[src/rtl/result_tx.sv]
// UART transmitter for the 11-byte FPGA-to-PC result packet: header, 8 result bytes LSB first, checksum.
// One request is captured while idle; bytes are sent 8N1 back to back with no idle gap between them.
//
//   state   | meaning
//   --------+----------------------------------------------
//   S_IDLE  | line high, ready for a request
//   S_START | start bit (0) of the current byte
//   S_DATA  | 8 data bits of the current byte, LSB first
//   S_STOP  | stop bit (1); next byte or back to idle
module result_tx #(
    parameter int unsigned CLKS_PER_BIT = 868,
    parameter logic [15:0] HEADER       = 16'hBAFD
) (
    input  logic        clk,
    input  logic        rst_n,
    input  logic        start_i,
    input  logic [63:0] result_i,
    output logic        ready_o,
    output logic        tx_o,
    output logic        busy_o,
    output logic        done_o
);

    localparam int unsigned       BAUD_W    = (CLKS_PER_BIT > 1) ? $clog2(CLKS_PER_BIT) : 1;
    localparam logic [BAUD_W-1:0] BAUD_LAST = BAUD_W'(CLKS_PER_BIT - 1);
    localparam logic [2:0]        LAST_BIT  = 3'd7;
    localparam logic [3:0]        LAST_BYTE = 4'd10;

    localparam logic [1:0] S_IDLE  = 2'd0;
    localparam logic [1:0] S_START = 2'd1;
    localparam logic [1:0] S_DATA  = 2'd2;
    localparam logic [1:0] S_STOP  = 2'd3;

    logic [1:0]        state_q,  state_d;
    logic [BAUD_W-1:0] baud_q,   baud_d;
    logic [2:0]        bit_q,    bit_d;
    logic [3:0]        byte_q,   byte_d;
    logic [63:0]       result_q, result_d;
    logic [7:0]        chk_q,    chk_d;
    logic              done_q,   done_d;

    logic [8:0]        chk_sum;
    logic [7:0]        cur_byte;
    logic              baud_tc;

    // Only the low header byte and low result byte reach the low 8 bits of the sum.
    assign chk_sum = {1'b0, HEADER[7:0]} + {1'b0, result_i[7:0]};
    assign baud_tc = (baud_q == BAUD_LAST);

    always_comb begin
        cur_byte = chk_q;
        case (byte_q)
            4'd0:    cur_byte = HEADER[7:0];
            4'd1:    cur_byte = HEADER[15:8];
            4'd2:    cur_byte = result_q[7:0];
            4'd3:    cur_byte = result_q[15:8];
            4'd4:    cur_byte = result_q[23:16];
            4'd5:    cur_byte = result_q[31:24];
            4'd6:    cur_byte = result_q[39:32];
            4'd7:    cur_byte = result_q[47:40];
            4'd8:    cur_byte = result_q[55:48];
            4'd9:    cur_byte = result_q[63:56];
            default: cur_byte = chk_q;
        endcase
    end

    always_comb begin
        state_d  = state_q;
        baud_d   = baud_q;
        bit_d    = bit_q;
        byte_d   = byte_q;
        result_d = result_q;
        chk_d    = chk_q;
        done_d   = 1'b0;
        case (state_q)
            S_IDLE: begin
                if (start_i) begin
                    state_d  = S_START;
                    baud_d   = '0;
                    bit_d    = '0;
                    byte_d   = '0;
                    result_d = result_i;
                    chk_d    = 8'(chk_sum);
                end
            end
            S_START: begin
                if (baud_tc) begin
                    baud_d  = '0;
                    bit_d   = '0;
                    state_d = S_DATA;
                end else begin
                    baud_d = baud_q + BAUD_W'(1);
                end
            end
            S_DATA: begin
                if (baud_tc) begin
                    baud_d = '0;
                    if (bit_q == LAST_BIT) begin
                        bit_d   = '0;
                        state_d = S_STOP;
                    end else begin
                        bit_d = bit_q + 3'd1;
                    end
                end else begin
                    baud_d = baud_q + BAUD_W'(1);
                end
            end
            S_STOP: begin
                if (baud_tc) begin
                    baud_d = '0;
                    if (byte_q == LAST_BYTE) begin
                        byte_d  = '0;
                        state_d = S_IDLE;
                        done_d  = 1'b1;
                    end else begin
                        byte_d  = byte_q + 4'd1;
                        state_d = S_START;
                    end
                end else begin
                    baud_d = baud_q + BAUD_W'(1);
                end
            end
            default: state_d = S_IDLE;
        endcase
    end

    always_ff @(posedge clk) begin
        if (!rst_n) begin
            state_q  <= S_IDLE;
            baud_q   <= '0;
            bit_q    <= '0;
            byte_q   <= '0;
            result_q <= '0;
            chk_q    <= '0;
            done_q   <= 1'b0;
        end else begin
            state_q  <= state_d;
            baud_q   <= baud_d;
            bit_q    <= bit_d;
            byte_q   <= byte_d;
            result_q <= result_d;
            chk_q    <= chk_d;
            done_q   <= done_d;
        end
    end

    always_comb begin
        tx_o = 1'b1;
        case (state_q)
            S_START: tx_o = 1'b0;
            S_DATA:  tx_o = cur_byte[bit_q];
            default: tx_o = 1'b1;
        endcase
    end

    assign ready_o = (state_q == S_IDLE);
    assign busy_o  = ~ready_o;
    assign done_o  = done_q;

endmodule
[config.mk]
export PLATFORM = sky130hd
export DESIGN_NAME = result_tx
export DESIGN_NICKNAME = d
export VERILOG_FILES = /design/src/rtl/result_tx.sv
export SDC_FILE = /design/constraint.sdc
export NUM_CORES = 1
export LEC_CHECK = 0
export BUFFER_PORTS_ARGS = -buffer_cell sky130_fd_sc_hd__clkbuf_2
export CORE_UTILIZATION = 55
export DETAILED_ROUTE_END_ITERATION = 8
export PLACE_DENSITY = 0.86
export SYNTH_ARGS = -nofsm -noshare
export SYNTH_HDL_FRONTEND = slang
export SYNTH_SLANG_ARGS = --single-unit
[constraint.sdc]
create_clock -name clk -period 2.3 [get_ports clk]
set_input_delay 0 -clock clk [delete_from_list [all_inputs] [get_ports clk]]
set_output_delay 0 -clock clk [all_outputs]
set_load 0.01 [all_outputs]
# Word-level counts from Yosys, hierarchy flattened
# Index checks and enable logic that the tools add are counted.
# Widths: inputs -> output; s select.
[classes]
add_sub_neg = 4
n_mul = 0
n_div = 0
magnitude_cmp = 1
eq_ne = 20
shifts = 0
muxes = 24
bitwise = 1
reduce_logical = 10
[ops]
columns = ["cell", "count"]
rows = [
  ["$pmux 8 s10", 1],
  ["$mux 10", 2],
  ["$pmux 10 s2", 1],
  ["$eq 4x3->1 const B", 4],
  ["$eq 4x4->1 const B", 3],
  ["$mux 3", 4],
  ["$mux 4", 3],
  ["$add 10x1->10 const B", 1],
  ["$eq 10x10->1 const B", 1],
  ["$mux 2", 5],
  ["$ne 2x2->1 const B", 5],
  ["$pmux 3 s3", 1],
  ["$add 8x8->8 const A", 1],
  ["$eq 4x2->1 const B", 2],
  ["$pmux 2 s4", 1],
  ["$pmux 4 s2", 1],
  ["$reduce_and 3->1", 2],
  ["$reduce_and 5->1", 1],
  ["$add 4x1->4 const B", 1],
  ["$eq 2x2->1 const B", 2],
  ["$eq 4x1->1 const B", 1],
  ["$logic_not 4->1", 1],
  ["$lt 3x4->1 const B", 1],
  ["$reduce_and 4->1", 1],
  ["other kinds (12)", 14],
]
[word_totals]
register_bits = 92
latchBits = 0
ram_bits = 0
mem_bits_ro = 0
input_bits = 67
out_inout_bits = 4
elab_cells = 67
mem_count = 0

# Logic depth before layout (Yosys ltp)
# Gate-level depths: netlist (run 1).
[logic_depth]
ltp_word = 5
ltp_mapped = 9
ltp_nobuf = 8

# Least setup slack after synthesis (run 1)
# Ideal clock, no wire load.
[synth_path]
path_kind = "register to register"
from = "reg baud_q[2]"
to = "reg byte_q[2]"
setup_time_ns = 0.070
arrival_ns = 1.898
required_time_ns = 2.230
setup_slack_ns = 0.332
path_stages_with_launch = 7
path_buffers = 0
period_less_slack_ns = 1.968
path_cell_list = "dfxtp_1 or4b_4 nor4_1 o21ai_1 or2_0 or3_1 a21boi_1"
[synth_via]
elab_chain_len = 3
[synth_lines]
columns = ["element", "line_no", "source"]
rows = [
  ["start, declared", "35", "logic [BAUD_W-1:0] baud_q, baud_d;"],
  ["start signal, assigned", "138", "baud_q <= baud_d;"],
  ["$eq 10x10->1", "48", "assign baud_tc = (baud_q == BAUD_LAST);"],
  ["$ne 2x2->1 (no source line)", "n/a", ""],
  ["$reduce_and 3->1 (no source line)", "n/a", ""],
  ["end signal, assigned", "140", "byte_q <= byte_d;"],
  ["end, declared", "37", "logic [3:0] byte_q, byte_d;"],
]
# No other way between the ends.
# A chain may end at the register's enable or synchronous reset.

# Worst setup path in the final report (run 1)
[layout_path]
from = "reg byte_q[2]"
to = "out tx_o"
[layout_via]
elab_chain_len = 5
elab_cells_between_ends = 14
cone_classes = "eq/ne (9); mux (4); reduce/logical (1)"
[layout_lines]
columns = ["element", "line_no", "source"]
rows = [
  ["$eq 4x4->1, or another cell as far along", "52", "case (byte_q)"],
  ["$pmux 8 s10 *", "52", ""],
  ["$bmux 1 s3 *", "151", "S_DATA: tx_o = cur_byte[bit_q];"],
  ["$mux 1 (implied by the code) *", "151", ""],
  ["$pmux 1 s2 *", "149", "case (state_q)"],
  ["end, declared", "19", "output logic tx_o,"],
]
# Every way passes the cells marked *; elsewhere a longest branch is shown, timed or not. The select of a mux whose other input is x is not followed.

==> metrics.csv, run 1 <==
metric,value,unit
grt_max_degree,50,
syn_area,4630,um2
status,finished with violations,
synth.distinct_cells,59,
syn_inst,569,
ys_seq_elements,92,
crit_path_start_kind,flop,
cp_max_fo,13,
hold_class,input port to flop,
hpwl,8.69,mm
first_iter_violations,293,
p_per_area,762,nW/um2
cts_root_buffer,clkbuf_8,
grt_usage,30.7,%
via_count,4560,
cts_tree,done,
crit_path_top_delay_cell,dfxtp_4,
post-route-util,73.5,%
drv_cap,0,
finalPower,4.58,mW
antennaDiodeCount,0,
grt_first_pass_wirelength,20.9,mm
route.detailed.drc,0,
area_growth_syn_to_layout,29.9,%
synth-edff-count,0,
slowest_delay,0.35,ns
htree_levels,3,
crit_start,byte_q[2],
met3_length,593,um
r2r_cells,6,
seqCellArea,1850,um2
ant_nets,0,
final_cell_mix,"155 x nand2_1, 89 x dfxtp_1, 70 x clkbuf_2, 67 x a21boi_0, 64 x dlygate4sd3_1",
synth_seq_area_share,39.8,%
final_common_cell,nand2_1,
wl,13.1,mm
critPathKind,flop to output pin,
final_nets,776,
clk_transition_reported_paths,0.09,ns
dr_wl_met2,6.38,mm
port_buffers,70,
die_h,93.7,um
slew_headroom,57.9,%
cp.required,2.30,ns
combPwrFrac,30.0,%
min_period,2.31,ns
grt.overflow.total,0,
viasPerCell,5.64,
report.final.slew_viol_count,0,
numCtsBuffers,9,
syn-num-nets,645,
top_layer,met4,
yosys_warnings,0,
drive_gt1_share,18.6,%
worst-path-buf-inv,4,
seqPwrFrac,44.8,%
ir_drop,374,uV
cp.depth,10,
clock_sinks,92,
async_flop_share,0,%
cp_common_cell,buf_4,
fill_cells,629,
wl_per_cell,16.2,um
clock_latency,0.36,ns
fin_crit_sh,100,%
m1WireLength,5.83,mm
r2r-start,baud_q[2],
multiInputGateArea,2580,um2
r2r_end,byte_q[2],
critical_path.endpoint_type,output pin,
setup_slack,-0.00594,ns
core,8180,um2
synth_ff_type,dfxtp_1,
rsz0062_at_grt,true,
max_freq,434,MHz
grt_pass1_vias,4371,
cp-endpoint,tx_o,
die_x,93.7,um
clockPowerShare,25.1,%
antenna_found_initial,0,
swShare,34.1,%
clockBufferDepth,2,
finalWeightedCongestion,0.982,
finalHoldViolations,0,
cp_top_family,compound AO/OA/AOI/OAI gates,
die_area,8790,um2
rows,33,
violations,negative setup slack,
initial_core_util,56.6,%
arrival,2.31,ns
setup_viol,1,
p_int,3.02,mW
avgSynthCellArea,8.14,um2
cellLeakagePower,2.42,nW
pin_count,71,
clock_skew,0.00880,ns
cp_cell_sequence,buf_4 > buf_4 > o21ai_2 > buf_4 > nand2_1 > a31oi_1 > a211oi_1 > a2111oi_1 > nor3_1 > clkbuf_2,
first_pass_iters,6,
rrSetupSlack,0.08,ns
worst_pin_slew,0.631,ns
switching_power,1.56,mW
[worst register-to-register path, cell delays in order, from the launching register on]
cell	delay, ns
dfxtp_1	0.36
or4b_4	0.58
nor4_2	0.27
o21ai_2	0.16
or2_0	0.26
or3_1	0.32
a21boi_1	0.19
[cells by family (layout without fill, tap and decap cells)]
kind of cell | after synthesis | after routing | share of synthesized area (%)
AND/OR/NAND/NOR | 239 | 239 | 22.8
XOR/XNOR | 12 | 12 | 2.27
buffers and inverters | 49 | 184 | 5.51
adder cells (fa/ha/maj) | 9 | 9 | 2.43
multiplexers | 13 | 13 | 2.95
AO/OA/AOI/OAI | 155 | 155 | 24.2
flip-flops | 92 | 92 | 39.8
[cells in the mapped netlist (all sizes together) (2+ instances only)]
cell type  count  share of area (%)
nand2        156                 13
dfxtp         92                 40
a21boi        70                 11
clkbuf        33                3.8
nor2          29                2.4
o21ai         18                1.9
nor2b         13                1.8
a21oi         10                1.1
a211oi         9                1.5
a31oi          9                1.2
ha             9                2.4
inv            9               0.73
mux2i          8                1.7
buf            7                1.0
nand2b         6               0.81
nand4          6               0.81
o211a          6                1.3
xnor2          6                1.1
xor2           6                1.1
a22o           5               0.95
and2           5               0.70
mux2           5                1.2
nor3           5               0.78
o22ai          5               0.68
a22oi          4               0.65
nand3          4               0.43
a2111oi        3               0.57
or3            3               0.41
a21o           2               0.32
a221oi         2               0.38
a222oi         2               0.43
nand3b         2               0.32
nor4           2               0.27
o211ai         2               0.32
or4b           2               0.51
[worst min-delay path by stage]
stage          slack (ns)    startpoint  depth (start not counted)            to
2_1_floorplan        0.09   result_i[0]                          1      chk_q[0]
3_3_place_gp         0.23  result_i[26]                          3  result_q[26]
3_5_place_dp         0.24  result_i[63]                          3  result_q[63]
4_1_cts              0.23       start_i                          5   result_q[7]
5_1_grt              0.28       start_i                          5   result_q[5]
6_report             0.24       start_i                          5  result_q[42]
[layout make-up]
class	count	area share, %
multi-input combinational	428	42.9
clock inverter	4	1.25
sequential	92	30.8
inverter	9	0.562
clock buffer	11	2.19
timing repair buffer	160	20.1
tap	105	2.19
[layer usage]
layer	up-vias	GRT usage [%]
met4	0	10.4
li1	2224	-
met3	24	5.66
met2	139	52.4
met1	2173	38.8
met5	-	0
[through the flow]
step / setup WS, ns / instance area (um2) / TNS [ns] / hold WS [ns] / std cells
after floorplan: 0.332 / 4630 / 0 / 0.0902 / 569
after global placement: 0.123 / 5080 / 0 / 0.232 / 727
after detailed placement: 0.138 / 5080 / 0 / 0.241 / 727
after CTS: 0.00119 / 5990 / 0 / 0.229 / 809
after global routing: -0.0523 / 6010 / -0.0599 / 0.279 / 809
final: -0.00594 / 6010 / -0.00594 / 0.238 / 809
[registers in the layout (all words and copies together) (netlist names)]
register / flops
result_q: 64
baud_q: 10
chk_q: 8
byte_q: 4
bit_q: 3
state_q: 2
done_o: 1
[timing repair]
action                     4_1_cts  5_1_grt
gates resized for setup         14        8
setup endpoints to repair        1        3
pin swaps                        4        3
hold buffers                    64        0
hold endpoints to repair        65        0
buffers inserted                 3        0
[power groups by stage]
stage,Clock [mW],Combinational (mW),Sequential (mW)
3_5_place_dp,0,1.23,2.08
3_3_place_gp,0,1.18,2.07
5_1_grt,1.22,1.53,2.08
2_1_floorplan,0,0.930,1.99
6_report,1.15,1.38,2.05
4_1_cts,1.17,1.33,2.05
No activity file was read; power rests on OpenSTA's default activity.
==> run 2, diff against run 1 <==
PLACE_DENSITY = 0.81   (was 0.86)
==> metrics.csv, run 2 (synthesized netlist as in run 1, its figures left out) <==
metric,value,unit
rsz0062_at_grt,true,
regMostFlops,result_q,
wl_per_cell,16.4,um
hold_class,input port to flop,
tns,0,ns
first_iter_violations,282,
core,8180,um2
grt_max_degree,67,
cp_top_family,compound AO/OA/AOI/OAI gates,
wl,13.2,mm
drv_cap,0,
fill_cells,611,
report.final.slew_viol_count,0,
final_common_cell,nand2_1,
grt_first_pass_wirelength,21.2,mm
cts_setup_buffers,0,
largest_register_ffs,64,
pin_count,71,
crit_path_top_delay_cell,dfxtp_2,
antennaDiodeCount,0,
clock_latency,0.35,ns
hold_depth,5,
cellLeakagePower,2.40,nW
numCtsBuffers,9,
die_area,8790,um2
worst_pin_slew,0.703,ns
first_pass_iters,5,
slowest_delay,0.39,ns
cp.required,2.30,ns
initial_core_util,56.6,%
max_freq,440,MHz
antenna_found_initial,0,
p_per_area,762,nW/um2
cp_max_fo,13,
cp.depth,7,
hpwl,8.59,mm
route.detailed.drc,0,
htree_levels,3,
finalHoldViolations,0,
final_nets,770,
via_count,4500,
crit_path_start_kind,flop,
dp.cells,724,
fin_cells,804,
final_cell_mix,"155 x nand2_1, 89 x dfxtp_1, 70 x clkbuf_2, 67 x a21boi_0, 64 x dlygate4sd3_1",
cts_root_buffer,clkbuf_8,
arrival,2.27,ns
viasPerCell,5.60,
finalWeightedCongestion,0.937,
reg_top3,"result_q (64), baud_q (10), chk_q (8)",
critical_path.endpoint_type,output pin,
clock_sinks,92,
min_period,2.27,ns
ir_drop,462,uV
clock_skew,0.00545,ns
slew_headroom,53.1,%
cp_cell_sequence,buf_6 > mux2_2 > a211oi_2 > o22ai_1 > a2111oi_2 > nor3_2 > clkbuf_2,
worst-path-buf-inv,2,
grt_pass1_vias,4311,
port_buffers,70,
rows,33,
cts_tree,done,
critPathKind,flop to output pin,
r2r_cells,6,
die_x,93.7,um
ant_nets,0,
die_h,93.7,um
area_growth_syn_to_layout,29.8,%
grt_usage,31.5,%
clk_transition_reported_paths,0.09,ns
grt.overflow.total,0,
setup_viol,0,
clockBufferDepth,2,
status,"finished, final reports clean",
fin_crit_sh,98.7,%
drive_gt1_share,19.0,%
## run 2: cell count changes in the layout (fill, tap and decap cells not counted), moves of 2 or more
cell / delta
clkinvlp_4: +2
clkbuf_1: -2
a211oi_1: -2
buf_4: -7
a211oi_2: +2
clkbuf_8: +2
dfxtp_2: +2
dfxtp_4: -2
## run 2: routing by layer
layer  up-vias  share of wire (%)  routed length, um  global-route usage (%)
met5         -                  0                  0                       0
met4         0                1.8                239                    9.62
met3        19                4.0                532                    4.61
met2       115                 51               6760                    57.3
met1      2158                 43               5660                    37.8
li1       2208                  -                  -                       -
## run 2: worst paths after layout
check / from / to / slack (ns)
setup / recovery: byte_q[2] / tx_o / 0.03
hold / removal: start_i / result_q[62] / 0.20
setup reg to reg: baud_q[2] / byte_q[2] / 0.14
hold reg to reg: result_q[38] / result_q[38] / 0.47
## run 2: final cells by class
class | instances | area [um2] | area share (%)
multi-input combinational | 428 | 2610 | 43.4
timing repair buffer | 154 | 1180 | 19.6
sequential | 92 | 1850 | 30.8
clock inverter | 5 | 60.1 | 1.00
inverter | 9 | 33.8 | 0.562
clock buffer | 11 | 151 | 2.52
tap | 105 | 131 | 2.19
## run 2: stage by stage
step | setup WS [ns] | instance area (um2) | hold slack [ns] | total power, mW | util [%]
2_1_floorplan | 0.332 | 4630 | 0.0902 | 2.92 | -
3_3_place_gp | 0.162 | 5070 | 0.231 | 3.28 | 62.0
3_5_place_dp | 0.0989 | 5070 | 0.242 | 3.32 | 62.0
4_1_cts | 0.0169 | 5960 | 0.211 | 4.54 | 72.9
5_1_grt | -0.0378 | 6010 | 0.229 | 4.84 | 73.5
6_report | 0.0289 | 6010 | 0.199 | 4.58 | 73.5
## run 2: repair_timing
action / CTS / global route
pin swaps: 1 / 0
endpoints found under the hold margin: 65 / 0
hold buffers: 64 / 0
setup endpoints to repair: 1 / 3
gates resized for setup: 14 / 11
gates cloned: 0 / 0
## run 2: where the power goes
part | internal, mW | leakage (nW) | switching (mW)
Clock | 0.561 | 0.0938 | 0.567
Combinational | 0.569 | 1.55 | 0.819
Sequential | 1.85 | 0.755 | 0.206
## run 2: tightest hold or removal path, cell delays in order
cell	delay, ns
clkbuf_2	0.10
nand2_2	0.07
buf_12	0.17
nand2_1	0.09
a21boi_0	0.07
==> run 3, diff against run 2 <==
==> constraint.sdc (replaced) <==
create_clock -name clk -period 2.3 [get_ports clk]
set_input_delay 0.345 -clock clk [delete_from_list [all_inputs] [get_ports clk]]
set_output_delay 0.345 -clock clk [all_outputs]
set_load 0.01 [all_outputs]
==> metrics.csv, run 3 (synthesized netlist as in run 1, its figures left out) <==
metric,value,unit
rsz0062_at_grt,true,
final_common_cell,nand2_1,
cts_tree,done,
finalWeightedCongestion,0.967,
holdBufCountCts,0,
swShare,34.8,%
port_buffers,70,
core,8180,um2
reg_top3,"result_q (64), baud_q (10), chk_q (8)",
fin_crit_sh,115,%
multiInputGateArea,2620,um2
die_area,8790,um2
combPwrFrac,29.0,%
ant_nets,0,
route.detailed.drc,2,
first_iter_violations,231,
wl,12.3,mm
drv_cap,0,
cp.required,1.96,ns
crit_path_top_delay_cell,dfxtp_4,
clk_transition_reported_paths,0.10,ns
drive_gt1_share,23.6,%
clockPowerShare,26.3,%
seqPwrFrac,44.7,%
slew_headroom,73.0,%
hold_class,input port to flop,
cts_root_buffer,clkbuf_8,
setup_slack,-0.341,ns
critPathKind,flop to output pin,
finalHoldViolations,0,
worst_pin_slew,0.403,ns
cp_cell_sequence,buf_4 > a22oi_1 > nor2_1 > a211oi_1 > o22ai_1 > a2111oi_2 > nor3_2 > clkbuf_2,
antenna_found_initial,0,
first_pass_iters,8,
initial_core_util,56.6,%
area_growth_syn_to_layout,20.4,%
die_x,93.7,um
slowest_delay,0.38,ns
antennaDiodeCount,0,
pin_count,71,
crit_path_start_kind,flop,
dp_slack,-0.112,ns
report.final.slew_viol_count,0,
rows,33,
numCtsBuffers,9,
viasPerCell,5.54,
clockBufferDepth,2,
switching_power,1.59,mW
final_cell_mix,"155 x nand2_1, 89 x dfxtp_1, 70 x clkbuf_2, 67 x a21boi_0, 42 x buf_4",
largest_register_ffs,64,
setup_viol,1,
grt_max_degree,67,
die_h,93.7,um
critical_path.endpoint_type,output pin,
clock_sinks,92,
seqCellArea,1850,um2
cellLeakagePower,2.28,nW
p_int,2.99,mW
min_period,2.64,ns
fin_hold_ws,0.179,ns
status,finished with violations,
regMostFlops,result_q,
wl_per_cell,16.1,um
clock_latency,0.38,ns
grt_first_pass_wirelength,19.7,mm
ir_drop,405,uV
fill_cells,721,
clock_skew,0.00976,ns
p_per_area,823,nW/um2
grt.overflow.total,0,
hpwl,9.09,mm
via_count,4240,
final_nets,732,
finalPower,4.59,mW
arrival,2.30,ns
violations,"design-rule violations, negative setup slack",
cp_max_fo,12,
max_freq,379,MHz
grt_pass1_vias,3884,
grt_usage,29.4,%
htree_levels,3,
==> run 3: worst paths after layout <==
check | start | end | slack, ns | cells past startpoint
worst min register to register | result_q[9] | result_q[9] | 0.47 | 2
worst max-delay path | byte_q[1] | tx_o | -0.34 | 8
worst max register to register | baud_q[2] | byte_q[3] | 0.14 | 6
worst min-delay path | result_i[54] | result_q[54] | 0.18 | 3
==> run 3: area by class of cell <==
cell class	count	area share, %
repair buffers	116	12.9
clock buffers	11	2.36
flip-flops and latches	92	33.2
clock inverters	5	1.55
well taps	105	2.36
inverters	9	0.673
multi-input cells	428	46.9
==> run 3: through the flow <==
step                area, um2  setup TNS, ns  utilization, %  instances
floorplan                4630              0               -        569
CTS                      5540         -0.355            67.7        766
global route             5580         -0.426            68.2        766
finish                   5580         -0.341            68.2        766
global placement         5210        -0.0861            63.7        744
detailed placement       5210         -0.112            63.7        744
==> run 3: worst max-delay path: cells and delay by family, from the launching register on <==
kind	cells	cell delay, ns
flip-flops	1	0.38
AO/OA/AOI/OAI	4	1.02
AND/OR/NAND/NOR	2	0.19
buffers and inverters	2	0.33
==> run 3: power by group through the flow <==
stage,Combinational [mW],Clock (mW),Sequential (mW)
after floorplan,0.930,0,1.99
after global placement,1.25,0,2.07
after detailed placement,1.29,0,2.08
after CTS,1.32,1.21,2.05
after global routing,1.50,1.29,2.08
final,1.33,1.21,2.05
==> run 3: per-layer routing <==
layer  vias to the layer above  routed length [um]  track usage [%]
met4                         0                 264             10.0
met1                      1994                5680             38.6
met5                         -                   0                0
met3                        20                 549             5.91
met2                       101                5830             48.0
li1                       2125                   -                -
==> run 3: timing repair <==
item / in CTS / in global routing
gates resized for setup: 21 / 7
gates cloned: 0 / 0
setup endpoints to repair: 1 / 2
buffers inserted: 7 / 0
pin swaps: 11 / 6
